## src/rtl/shift_pkg.sv

```systemverilog
// Shared types, widths and bit helpers for the shift arbiter block.
package shift_pkg;

  localparam int DATA_W  = 32;
  localparam int SHAMT_W = 5;

  typedef enum logic [1:0] {
    SH_LSL = 2'b00,
    SH_LSR = 2'b01,
    SH_ASR = 2'b10,
    SH_ROR = 2'b11
  } shift_t;

  // Bit reversal lets left shifts reuse the right-shift mux chain.
  function automatic logic [DATA_W-1:0] bitRev(input logic [DATA_W-1:0] x);
    logic [DATA_W-1:0] r;
    for (int b = 0; b < DATA_W; b++) r[b] = x[DATA_W-1-b];
    return r;
  endfunction

  // One fixed-distance right-shift stage; vacated bits take the wrapped
  // bits when rotating, otherwise the fill bit.
  function automatic logic [DATA_W-1:0] shrStage(input logic [DATA_W-1:0] x,
                                                 input int k,
                                                 input logic rot,
                                                 input logic fill);
    logic [DATA_W-1:0] r;
    for (int b = 0; b < DATA_W; b++) begin
      if (b + k < DATA_W) r[b] = x[b+k];
      else                r[b] = rot ? x[b+k-DATA_W] : fill;
    end
    return r;
  endfunction

endpackage

```

## src/rtl/shift_core.sv

```systemverilog
// Combinational shifter: five-stage 16/8/4/2/1 right-shift mux chain.
// LSL runs through the same chain on the bit-reversed operand. The carry
// is the low bit dropped by the last active stage, i.e. the last bit out.
// Macro SHIFT_ROR_EN enables rotate; without it Sh=11 passes Data through.
import shift_pkg::*;

module shift_core (
  input  logic [DATA_W-1:0]  data,
  input  logic [SHAMT_W-1:0] shamt,
  input  shift_t             sh,
  output logic [DATA_W-1:0]  res,
  output logic               carry
);

  logic                      isLsl;
  logic                      rot;
  logic                      fill;
  logic [SHAMT_W-1:0]        effAmt;
  logic [SHAMT_W:0][DATA_W-1:0] stg;
  logic [SHAMT_W:0]          cy;

  // Decode shift type into chain controls.
  always_comb begin
    isLsl  = (sh == SH_LSL);
    fill   = (sh == SH_ASR) & data[DATA_W-1];
`ifdef SHIFT_ROR_EN
    rot    = (sh == SH_ROR);
    effAmt = shamt;
`else
    // No rotate hardware: Sh=11 collapses to a zero-distance shift.
    rot    = 1'b0;
    effAmt = (sh == SH_ROR) ? '0 : shamt;
`endif
  end

  assign stg[0] = isLsl ? bitRev(data) : data;
  assign cy[0]  = 1'b0;

  for (genvar i = 0; i < SHAMT_W; i++) begin : gStage
    localparam int K = 1 << (SHAMT_W - 1 - i);
    logic on;
    assign on         = effAmt[SHAMT_W-1-i];
    assign stg[i+1]   = on ? shrStage(stg[i], K, rot, fill) : stg[i];
    assign cy[i+1]    = on ? stg[i][K-1] : cy[i];
  end

  assign res   = isLsl ? bitRev(stg[SHAMT_W]) : stg[SHAMT_W];
  assign carry = cy[SHAMT_W];

endmodule

```

## src/rtl/shift_arbiter.sv

```systemverilog
// Two requesters share one shifter behind a single registered response
// stage (EMPTY/FULL). Round-robin pointer picks the winner when both are
// valid and moves to the loser after every accept. Optional rotate is
// controlled by macro SHIFT_ROR_EN inside shift_core.
import shift_pkg::*;

module shift_arbiter #(
  parameter int RR_INIT = 0
) (
  input  logic               CLK,
  input  logic               Reset,
  input  logic               Req0Valid,
  input  logic               Req1Valid,
  output logic               Req0Ready,
  output logic               Req1Ready,
  input  logic [DATA_W-1:0]  Req0Data,
  input  logic [DATA_W-1:0]  Req1Data,
  input  logic [SHAMT_W-1:0] Req0Shamt,
  input  logic [SHAMT_W-1:0] Req1Shamt,
  input  logic [1:0]         Req0Sh,
  input  logic [1:0]         Req1Sh,
  output logic               RspValid,
  input  logic               RspReady,
  output logic [DATA_W-1:0]  RspData,
  output logic               RspCarry,
  output logic               RspId
);

  typedef enum logic {EMPTY = 1'b0, FULL = 1'b1} state_t;

  state_t              state;
  logic                rrPtr;
  logic                canAccept;
  logic                grant0;
  logic                grant1;
  logic                accept;
  logic [DATA_W-1:0]   selData;
  logic [SHAMT_W-1:0]  selShamt;
  shift_t              selSh;
  logic [DATA_W-1:0]   coreRes;
  logic                coreCarry;

  // Grant: slot free (or draining this cycle), then round-robin tie-break.
  always_comb begin
    canAccept = ~Reset & ((state == EMPTY) | RspReady);
    grant0    = canAccept & Req0Valid & (~Req1Valid | (rrPtr == 1'b0));
    grant1    = canAccept & Req1Valid & (~Req0Valid | (rrPtr == 1'b1));
    accept    = grant0 | grant1;
    selData   = grant1 ? Req1Data  : Req0Data;
    selShamt  = grant1 ? Req1Shamt : Req0Shamt;
    selSh     = shift_t'(grant1 ? Req1Sh : Req0Sh);
  end

  assign Req0Ready = grant0;
  assign Req1Ready = grant1;

  shift_core uCore (
    .data  (selData),
    .shamt (selShamt),
    .sh    (selSh),
    .res   (coreRes),
    .carry (coreCarry)
  );

  // Response stage FSM with registered result and priority pointer.
  always_ff @(posedge CLK) begin
    if (Reset) begin
      state    <= EMPTY;
      RspData  <= '0;
      RspCarry <= 1'b0;
      RspId    <= 1'b0;
      rrPtr    <= 1'(RR_INIT);
    end else if (accept) begin
      state    <= FULL;
      RspData  <= coreRes;
      RspCarry <= coreCarry;
      RspId    <= grant1;
      rrPtr    <= ~grant1;
    end else if (RspReady) begin
      state    <= EMPTY;
    end
  end

  assign RspValid = (state == FULL);

endmodule
```

## config.mk

```make
export PLATFORM = sky130hd
export DESIGN_NAME = shift_arbiter
export DESIGN_NICKNAME = d
export VERILOG_FILES = /design/src/rtl/shift_pkg.sv /design/src/rtl/shift_core.sv /design/src/rtl/shift_arbiter.sv
export SDC_FILE = /design/constraint.sdc
export NUM_CORES = 1
export LEC_CHECK = 0
export CORE_ASPECT_RATIO = 0.8
export CORE_MARGIN = 1.5
export CORE_UTILIZATION = 45
export DETAILED_ROUTE_END_ITERATION = 10
export HOLD_SLACK_MARGIN = 0.03
export PLACE_DENSITY = 0.73
export SETUP_SLACK_MARGIN = 0.4
export SLEW_MARGIN = 30
export SYNTH_ARGS = -nofsm -noshare
export SYNTH_HDL_FRONTEND = slang
export SYNTH_SLANG_ARGS = --single-unit
```

## constraint.sdc

```tcl
create_clock -name CLK -period 5.1 [get_ports CLK]
set_input_delay 1.02 -clock CLK [delete_from_list [all_inputs] [get_ports CLK]]
set_output_delay 1.02 -clock CLK [all_outputs]
set_load 0.05 [all_outputs]
```

==> impl_metrics.py, run 1 <==
metrics = {
    "status": {
        "outcome": "finished clean",
    },
    "clock_tree": {
        "clockBufferDepth": 2,
        "postCtsHoldBufs": 0,
        "clock_latency_ps": 280,
        "post_cts_buffers": 0,
        "cts_tree": "done",
        "cts.clk_slew.worst_paths_ps": 60,
        "cts_buffers": 5,
        "cts.sinks": 36,
        "htree_levels": 2,
        "cts_root_buf": "clkbuf_16",
        "cts_resized": 0,
    },
    "cells_and_area": {
        "nets": 840,
        "antenna_cells": 0,
        "drive_gt1_share_pct": 10.29,
        "areaGrowthSynthToFinish_pct": 29.70,
    },
    "synthesis": {
        "ys_ff_latch": 36,
        "ys_async_sr_fraction_pct": 0,
        "syn_inst": 657,
        "avgSynthCellArea_sq_um": 7.732,
        "syn_area_sq_mm": 0.005080,
        "ys_seq_area_share_pct": 14.19,
        "synth_edf_count": 0,
        "ys_warn_count": 0,
        "syn_nets": 740,
        "synth-main-ff-cell": "dfxtp_1",
        "ys_types": 69,
    },
    "route": {
        "met3_length_um": 2280,
        "antenna_left": 0,
        "vias_per_cell": 6.826,
        "routedWlPerCell_um": 23.47,
        "dr.pass1.iters": 5,
        "vias": 6157,
        "highest_layer": "met4",
        "wl_met1_um": 9442,
        "wl_met2_um": 9080,
        "drc": 0,
        "drt_iter0_markers": 952,
        "wirelength_um": 21170,
    },
    "grt": {
        "grt_pass1_vias": 5842,
        "grt_max_degree": 36,
        "track_usage_pct": 34.89,
        "grt_antenna_before_repair": 0,
        "grt.overflow.total": 0,
        "grt_pass1_wl_um": 32820,
    },
    "timing": {
        "setup_viol": 0,
        "worst_pin_slew_ps": 890.5,
        "finalHoldViolCount": 0,
        "relSlewSlack_pct": 38.94,
        "max_freq_ghz": 0.2239,
        "rsz0062_at_grt": "false",
        "setup_slack_ps": 634.7,
        "finClkSkew_ps": 2.594,
        "fin_crit_sh_pct": 87.55,
        "period_needed_ps": 4465,
        "maxSlewViolCount": 0,
        "setup_tns_ps": 0,
    },
    "floorplanning": {
        "initial_utilization_pct": 46.46,
        "die_h_um": 98.03,
        "core_area_sq_mm": 0.01093,
        "die_area_sq_mm": 0.01194,
        "ios": 120,
        "fp.dieW_um": 121.8,
        "num_rows": 34,
    },
    "place": {
        "dp_hpwl_um": 16300,
        "numPortBuffers": 119,
        "gp_routability_congestion": 1.077,
        "post-place-ws_ps": 332.1,
    },
    "worst_setup_path": {
        "worstPathArrival_ps": 4640,
        "endpoint_kind": "flop",
        "critPathRequiredTime_ps": 5270,
        "start_kind": "input port",
        "critPathMaxFanout": 16,
        "crit_type": "in2reg",
    },
    "worst_hold_path": {
        "hold_path_class": "reg2reg",
    },
    "job": {
        "drv_cap": 0,
    },
    "power": {
        "ir_drop_mv": 0.1581,
        "power.leakage_nw": 2.504,
        "powerDensity_mw_per_mm2": 274.6,
    },
}
==> stage by stage <==
stage	std cells	hold WS, ps	power (mW)	cell area (sq um)	utilization, %
floorplan	657	474.5	1.043	5080	-
detailed placement	893	470.3	1.400	6386	58.41
CTS	901	484.0	1.783	6569	60.08
global route	902	514.8	1.887	6589	60.27
finish	902	485.8	1.809	6589	60.27
global placement	893	457.9	1.394	6386	58.41
==> cells in the final DEF, fill, tap and decap left out, types with 3 or more instances in the layout <==
master           count
buf_4               34
a21oi_1             42
o31ai_1              4
mux2_2               9
and3_1               7
a32oi_1             11
o21ai_0             59
nand3b_1             4
o32a_1               3
o221ai_1            14
o21ai_1              4
a31oi_1             12
nor2b_1              3
mux2i_2              4
a211oi_1            13
dfxtp_1             36
nand4_1              3
nand2_1             59
a221o_1              6
a22oi_1              3
or3_1                3
clkbuf_16            5
mux2i_1            135
a22o_1               3
o22ai_1             16
a2bb2oi_1            4
o32ai_1              4
nor3_1              14
nor4_1               5
o211ai_1             8
inv_1                3
or2_2                3
nand3_1             17
a221oi_1            10
clkdlybuf4s50_1    117
nor2_1              33
==> report_power, final <==
group          internal, mW  total (mW)  switching, mW
clock                 0.257       0.380          0.122
combinational         0.393        1.07          0.677
sequential            0.332       0.360         0.0275
==> logic make-up after synthesis <==
group | synth area share (%)
adder cells (fa/ha/maj) | 0.3941
flip-flops | 14.19
AND/OR/NAND/NOR | 15.62
AO/OA/AOI/OAI | 32.09
multiplexers | 30.71
buffers and inverters | 6.995
==> final cells by class <==
cell class / instances / area (sq um)
repair buffers: 153 / 1459
well taps: 144 / 180.2
inverters: 5 / 23.77
multi-input cells: 556 / 4023
flip-flops and latches: 36 / 720.7
fillers: 991 / 4344
clock buffers: 7 / 152.6
clock inverters: 1 / 30.03
==> metal layers <==
layer	vias to the layer above	global-route usage (%)
met5	-	0
met4	0	7.692
met3	37	10.57
met2	359	51.64
met1	2972	49.50
li1	2789	-
==> path summary, 6_finish.rpt <==
check                            startpoint          end  slack (ps)  cells past startpoint
worst min register to register  RspData[28]  RspData[28]         490                      2
worst max-delay path              Req0Sh[0]  RspData[17]         630                     10
worst min-delay path            RspData[28]  RspData[28]         490                      2
worst max register to register        rrPtr  RspData[29]        1630                     10
==> cells in the mapped netlist, types with 8 or more instances <==
cell | n | area share (%)
o221ai_1 | 14 | 2.4
nand3_1 | 17 | 1.7
nor2_1 | 33 | 2.4
clkbuf_1 | 23 | 1.7
nand2_1 | 59 | 4.4
a211oi_1 | 13 | 1.9
mux2i_1 | 137 | 27
buf_6 | 8 | 1.8
a32oi_1 | 11 | 1.9
o22ai_1 | 16 | 2.0
a21oi_1 | 42 | 4.1
o21ai_0 | 59 | 5.8
o211ai_1 | 8 | 1.2
buf_2 | 24 | 2.4
a31oi_1 | 12 | 1.5
mux2_2 | 9 | 2.0
a221oi_1 | 10 | 1.7
nor3_1 | 14 | 1.4
dfxtp_1 | 36 | 14
==> critical path, stage by stage <==
cell             delay, ps
clkdlybuf4s50_1        860
nor2_8                 540
mux2i_1                360
mux2i_2                210
mux2i_1                440
o22ai_1                270
mux2_2                 340
o31ai_2                240
nor2_1                  70
a211o_1                290
==> registers in the layout, indices dropped and copies added (netlist names) <==
register and flops:
RspCarry 1, RspData 32, RspId 1, RspValid 1, rrPtr 1
(Power assumes the default switching activity.)
==> run 2, diff against run 1 <==
CORE_ASPECT_RATIO = not set   (was 0.8)
==> impl_metrics.py, run 2 (same netlist as run 1, synthesis figures left out) <==
metrics = {
    "floorplanning": {
        "core_area_sq_mm": 0.01094,
        "num_rows": 38,
        "die_area_sq_mm": 0.01193,
        "initial_utilization_pct": 46.45,
        "die_h_um": 109.2,
        "ios": 120,
        "fp.dieW_um": 109.2,
    },
    "worst_setup_path": {
        "r2r_slack_ps": 1590,
        "crit_slowest_cell": "clkdlybuf4s50_1",
        "r2r_cells": 11,
        "cpMostUsedCell": "mux2i_1",
        "regToRegEndpoint": "RspData[28]",
        "crit_type": "in2reg",
        "critPathMaxFanout": 25,
        "crit_chain": "clkdlybuf4s50_1 > nand2_1 > nand2_1 > mux2_4 > mux2i_1 > o221ai_1 > mux2i_1 > o21ai_0 > mux2i_1 > o21ai_0",
        "reg2reg_from": "rrPtr",
        "critPathTopFamily": "multiplexers",
        "path_buf_inv": 1,
        "path_depth": 10,
        "start_kind": "input port",
        "critPathRequiredTime_ps": 5230,
        "endpoint_kind": "flop",
        "crit_path_max_incr_delay_ps": 890,
        "setup.worst_path.start": "Req0Sh[0]",
        "worstPathArrival_ps": 4620,
        "crit_end": "RspData[28]",
    },
    "timing": {
        "setup_viol": 0,
        "relSlewSlack_pct": 34.44,
        "rsz0062_at_grt": "false",
        "finalHoldViolCount": 0,
        "setup_tns_ps": 0,
        "worst_pin_slew_ps": 979.8,
        "max_freq_ghz": 0.2230,
        "finClkSkew_ps": 3.786,
        "fin_crit_sh_pct": 87.91,
        "maxSlewViolCount": 0,
        "period_needed_ps": 4484,
    },
    "route": {
        "dr.pass1.iters": 5,
        "wirelength_um": 22160,
        "antenna_left": 0,
        "vias_per_cell": 6.884,
        "routedWlPerCell_um": 24.73,
        "vias": 6168,
        "drc": 0,
        "drt_iter0_markers": 606,
    },
    "place": {
        "gp_routability_congestion": 1.032,
        "dp_cells": 883,
        "numPortBuffers": 119,
        "dp_hpwl_um": 17080,
    },
    "clock_tree": {
        "cts_root_buf": "clkbuf_16",
        "cts.sinks": 36,
        "cts_resized": 0,
        "postCtsHoldBufs": 0,
        "cts_tree": "done",
        "cts_buffers": 5,
        "cts.clk_slew.worst_paths_ps": 60,
        "clock_latency_ps": 280,
        "htree_levels": 2,
        "clockBufferDepth": 2,
    },
    "job": {
        "drv_cap": 0,
    },
    "cells_and_area": {
        "antenna_cells": 0,
        "finalNonFillerCells": 896,
        "largest_reg_flops": 32,
        "nets": 838,
        "areaGrowthSynthToFinish_pct": 28.37,
        "final_cell_mix": "mux2i_1, clkdlybuf4s50_1, nand2_1, o21ai_0, a21oi_1",
        "drive_gt1_share_pct": 10.05,
        "n_fill_cell": 1035,
        "layout_commonest_cell": "mux2i_1",
        "top_register": "RspData",
    },
    "grt": {
        "grt_max_degree": 36,
        "grt_pass1_wl_um": 33320,
        "grt.overflow.total": 0,
        "grt_pass1_vias": 5879,
        "track_usage_pct": 37.04,
        "grt_antenna_before_repair": 0,
    },
    "status": {
        "outcome": "finished clean",
    },
    "power": {
        "ir_drop_mv": 0.2070,
        "power.leakage_nw": 2.469,
        "powerDensity_mw_per_mm2": 267.2,
    },
    "worst_hold_path": {
        "hold_path_class": "reg2reg",
    },
}
## run 2: what timing repair did
| item | 4_1_cts | 5_1_grt |
|---|---|---|
| endpoints found under the setup margin | 0 | 7 |
| buffers inserted | 0 | 5 |
| endpoints found under the hold margin | 0 | 0 |
## run 2: how the worst min path moves through the flow
stage	end	cells past startpoint	from
floorplan	rrPtr	1	rrPtr
global placement	RspCarry	2	RspCarry
detailed placement	RspCarry	2	RspCarry
CTS	RspCarry	2	RspCarry
global route	RspCarry	2	RspCarry
finish	RspCarry	2	RspCarry
## run 2: report_power, final
part | switching [mW] | internal [mW]
sequential | 0.0306 | 0.332
clock | 0.127 | 0.180
combinational | 0.683 | 0.389
## run 2: through the flow
stage | worst slack, ps | utilization [%] | hold WS [ps] | total power [mW] | instance area [sq um]
after floorplan | 1786 | - | 474.5 | 1.043 | 5080
after global placement | 391.3 | 57.97 | 453.2 | 1.398 | 6340
after detailed placement | 415.8 | 57.97 | 466.6 | 1.403 | 6340
after CTS | 710.7 | 59.29 | 472.7 | 1.711 | 6484
after global routing | 419.5 | 59.63 | 484.0 | 1.808 | 6521
final | 616.4 | 59.63 | 476.5 | 1.742 | 6521
## run 2: cell type report
| class | instances | area, sq um | share of cell area, % |
|---|---|---|---|
| inverters | 5 | 21.27 | 0.3262 |
| well taps | 140 | 175.2 | 2.686 |
| repair buffers | 152 | 1449 | 22.22 |
| clock inverters | 3 | 18.77 | 0.2878 |
| clock buffers | 5 | 125.1 | 1.919 |
| flip-flops and latches | 36 | 720.7 | 11.05 |
| multi-input cells | 555 | 4011 | 61.51 |
## run 2: worst reg2reg max path, cell delays in order (launching register included)
cell and delay, ps:
dfxtp_1 350, nand2b_1 130, nand4_2 330, inv_4 340, buf_4 240, mux2i_1 440, mux2i_1 260, mux2i_1 390
mux2i_1 170, o21ai_0 280, mux2i_1 240, o21ai_0 240
## run 2: per-layer routing
metal | share of wire (%) | wire [um] | GRT usage (%) | up-vias
met5 | 0 | 0 | 0 | -
met4 | 3.3 | 731 | 12.62 | 0
met3 | 12 | 2651 | 11.36 | 51
met2 | 43 | 9483 | 55.98 | 395
met1 | 42 | 9292 | 49.71 | 2955
li1 | - | - | - | 2767
==> run 3, diff against run 2 <==
CORE_UTILIZATION = 56   (was 45)
PLACE_DENSITY = 0.88   (was 0.73)
==> impl_metrics.py, run 3 (same netlist as run 1, synthesis figures left out) <==
metrics = {
    "place": {
        "gp_routability_congestion": 1.076,
        "post-place-ws_ps": 456.5,
        "dpl_cell_area_sq_mm": 0.006296,
        "dp_hpwl_um": 15540,
        "numPortBuffers": 119,
        "dp_cells": 848,
    },
    "timing": {
        "worst_pin_slew_ps": 897.4,
        "finClkSkew_ps": 7.987,
        "maxSlewViolCount": 0,
        "fin_crit_sh_pct": 87.05,
        "setup_tns_ps": 0,
        "setup_slack_ps": 660.5,
        "finalHoldViolCount": 0,
        "max_freq_ghz": 0.2252,
        "setup_viol": 0,
        "relSlewSlack_pct": 39.95,
        "period_needed_ps": 4440,
        "rsz0062_at_grt": "false",
    },
    "grt": {
        "grt_pass1_wl_um": 32340,
        "grt_pass1_vias": 5863,
        "grt_max_degree": 36,
        "track_usage_pct": 41.75,
        "grt.overflow.total": 0,
        "grt_antenna_before_repair": 0,
    },
    "route": {
        "drc": 0,
        "wirelength_um": 20290,
        "dr.pass1.iters": 5,
        "antenna_left": 0,
        "vias": 6208,
        "routedWlPerCell_um": 23.71,
        "drt_iter0_markers": 821,
        "vias_per_cell": 7.252,
    },
    "status": {
        "outcome": "finished clean",
    },
    "floorplanning": {
        "fp.dieW_um": 98.24,
        "initial_utilization_pct": 57.97,
        "die_area_sq_mm": 0.009651,
        "die_h_um": 98.24,
        "core_area_sq_mm": 0.008763,
        "num_rows": 34,
        "ios": 120,
    },
    "cells_and_area": {
        "nets": 830,
        "largest_reg_flops": 32,
        "finalNonFillerCells": 856,
        "final_cell_mix": "mux2i_1, clkdlybuf4s50_1, nand2_1, o21ai_0, a21oi_1",
        "drive_gt1_share_pct": 9.225,
        "antenna_cells": 0,
        "final_area_sq_mm": 0.006384,
        "layout_commonest_cell": "mux2i_1",
        "top_register": "RspData",
        "areaGrowthSynthToFinish_pct": 25.66,
    },
    "worst_setup_path": {
        "critPathRequiredTime_ps": 5320,
        "worstPathArrival_ps": 4660,
        "endpoint_kind": "flop",
        "crit_type": "in2reg",
        "critPathMaxFanout": 33,
        "start_kind": "input port",
    },
    "clock_tree": {
        "cts.sinks": 36,
        "clockBufferDepth": 2,
        "cts_root_buf": "clkbuf_8",
        "post_cts_buffers": 0,
        "cts_buffers": 5,
        "clock_latency_ps": 300,
        "cts_resized": 0,
        "postCtsHoldBufs": 0,
        "htree_levels": 2,
        "cts.clk_slew.worst_paths_ps": 80,
        "cts_tree": "done",
    },
    "job": {
        "drv_cap": 0,
    },
    "worst_hold_path": {
        "hold_path_class": "reg2reg",
    },
    "power": {
        "ir_drop_mv": 0.2234,
        "power.leakage_nw": 2.406,
        "powerDensity_mw_per_mm2": 254.9,
    },
}
run 3: cell count changes in the layout (fill, tap and decap cells not counted):
cell,delta
buf_12,+1
buf_4,-9
clkbuf_16,-5
clkbuf_8,+5
nor4_1,-1
nor4_2,+1
run 3: metrics by stage:
step | total power [mW] | hold WS, ps | util [%]
6_report | 1.627 | 472.4 | 72.84
5_1_grt | 1.699 | 499.9 | 72.84
4_1_cts | 1.595 | 478.3 | 72.84
3_5_place_dp | 1.380 | 464.5 | 71.84
3_3_place_gp | 1.369 | 449.7 | 71.77
2_1_floorplan | 1.043 | 474.5 | -
run 3: worst paths after layout:
check,end,slack (ps),startpoint,cells after the start
setup / recovery,RspData[3],660,RspReady,11
hold / removal,RspCarry,470,RspCarry,2
setup reg to reg,RspData[3],1480,rrPtr,10
hold reg to reg,RspCarry,470,RspCarry,2
run 3: power breakdown:
part / total (mW) / leakage, nW / switching [mW] / internal [mW]
clock: 0.217 / 0.0479 / 0.121 / 0.0955
sequential: 0.362 / 0.298 / 0.0309 / 0.332
combinational: 1.05 / 2.06 / 0.663 / 0.385
run 3: critical path: stages:
cell and delay [ps]:
clkdlybuf4s50_1 440, nand2b_1 150, nand4_2 330, inv_4 510, mux2i_1 640, mux2i_1 340, mux2i_1 330, mux2i_1 150
o21ai_0 270, mux2i_1 220, o21ai_0 230
run 3: cell type report:
cell class	instances	area [sq um]
clock buffers	5	68.82
flip-flops and latches	36	720.7
well taps	108	135.1
clock inverters	3	18.77
repair buffers	144	1401
fillers	721	2380
multi-input cells	555	4018
inverters	5	21.27
run 3: metal layers:
layer | wire [um] | part of all wire, % | global-route usage, %
met5 | 0 | 0 | 0
met3 | 2395 | 12 | 8.733
met4 | 760 | 3.7 | 14.08
met1 | 8218 | 40 | 57.04
met2 | 8917 | 44 | 65.52
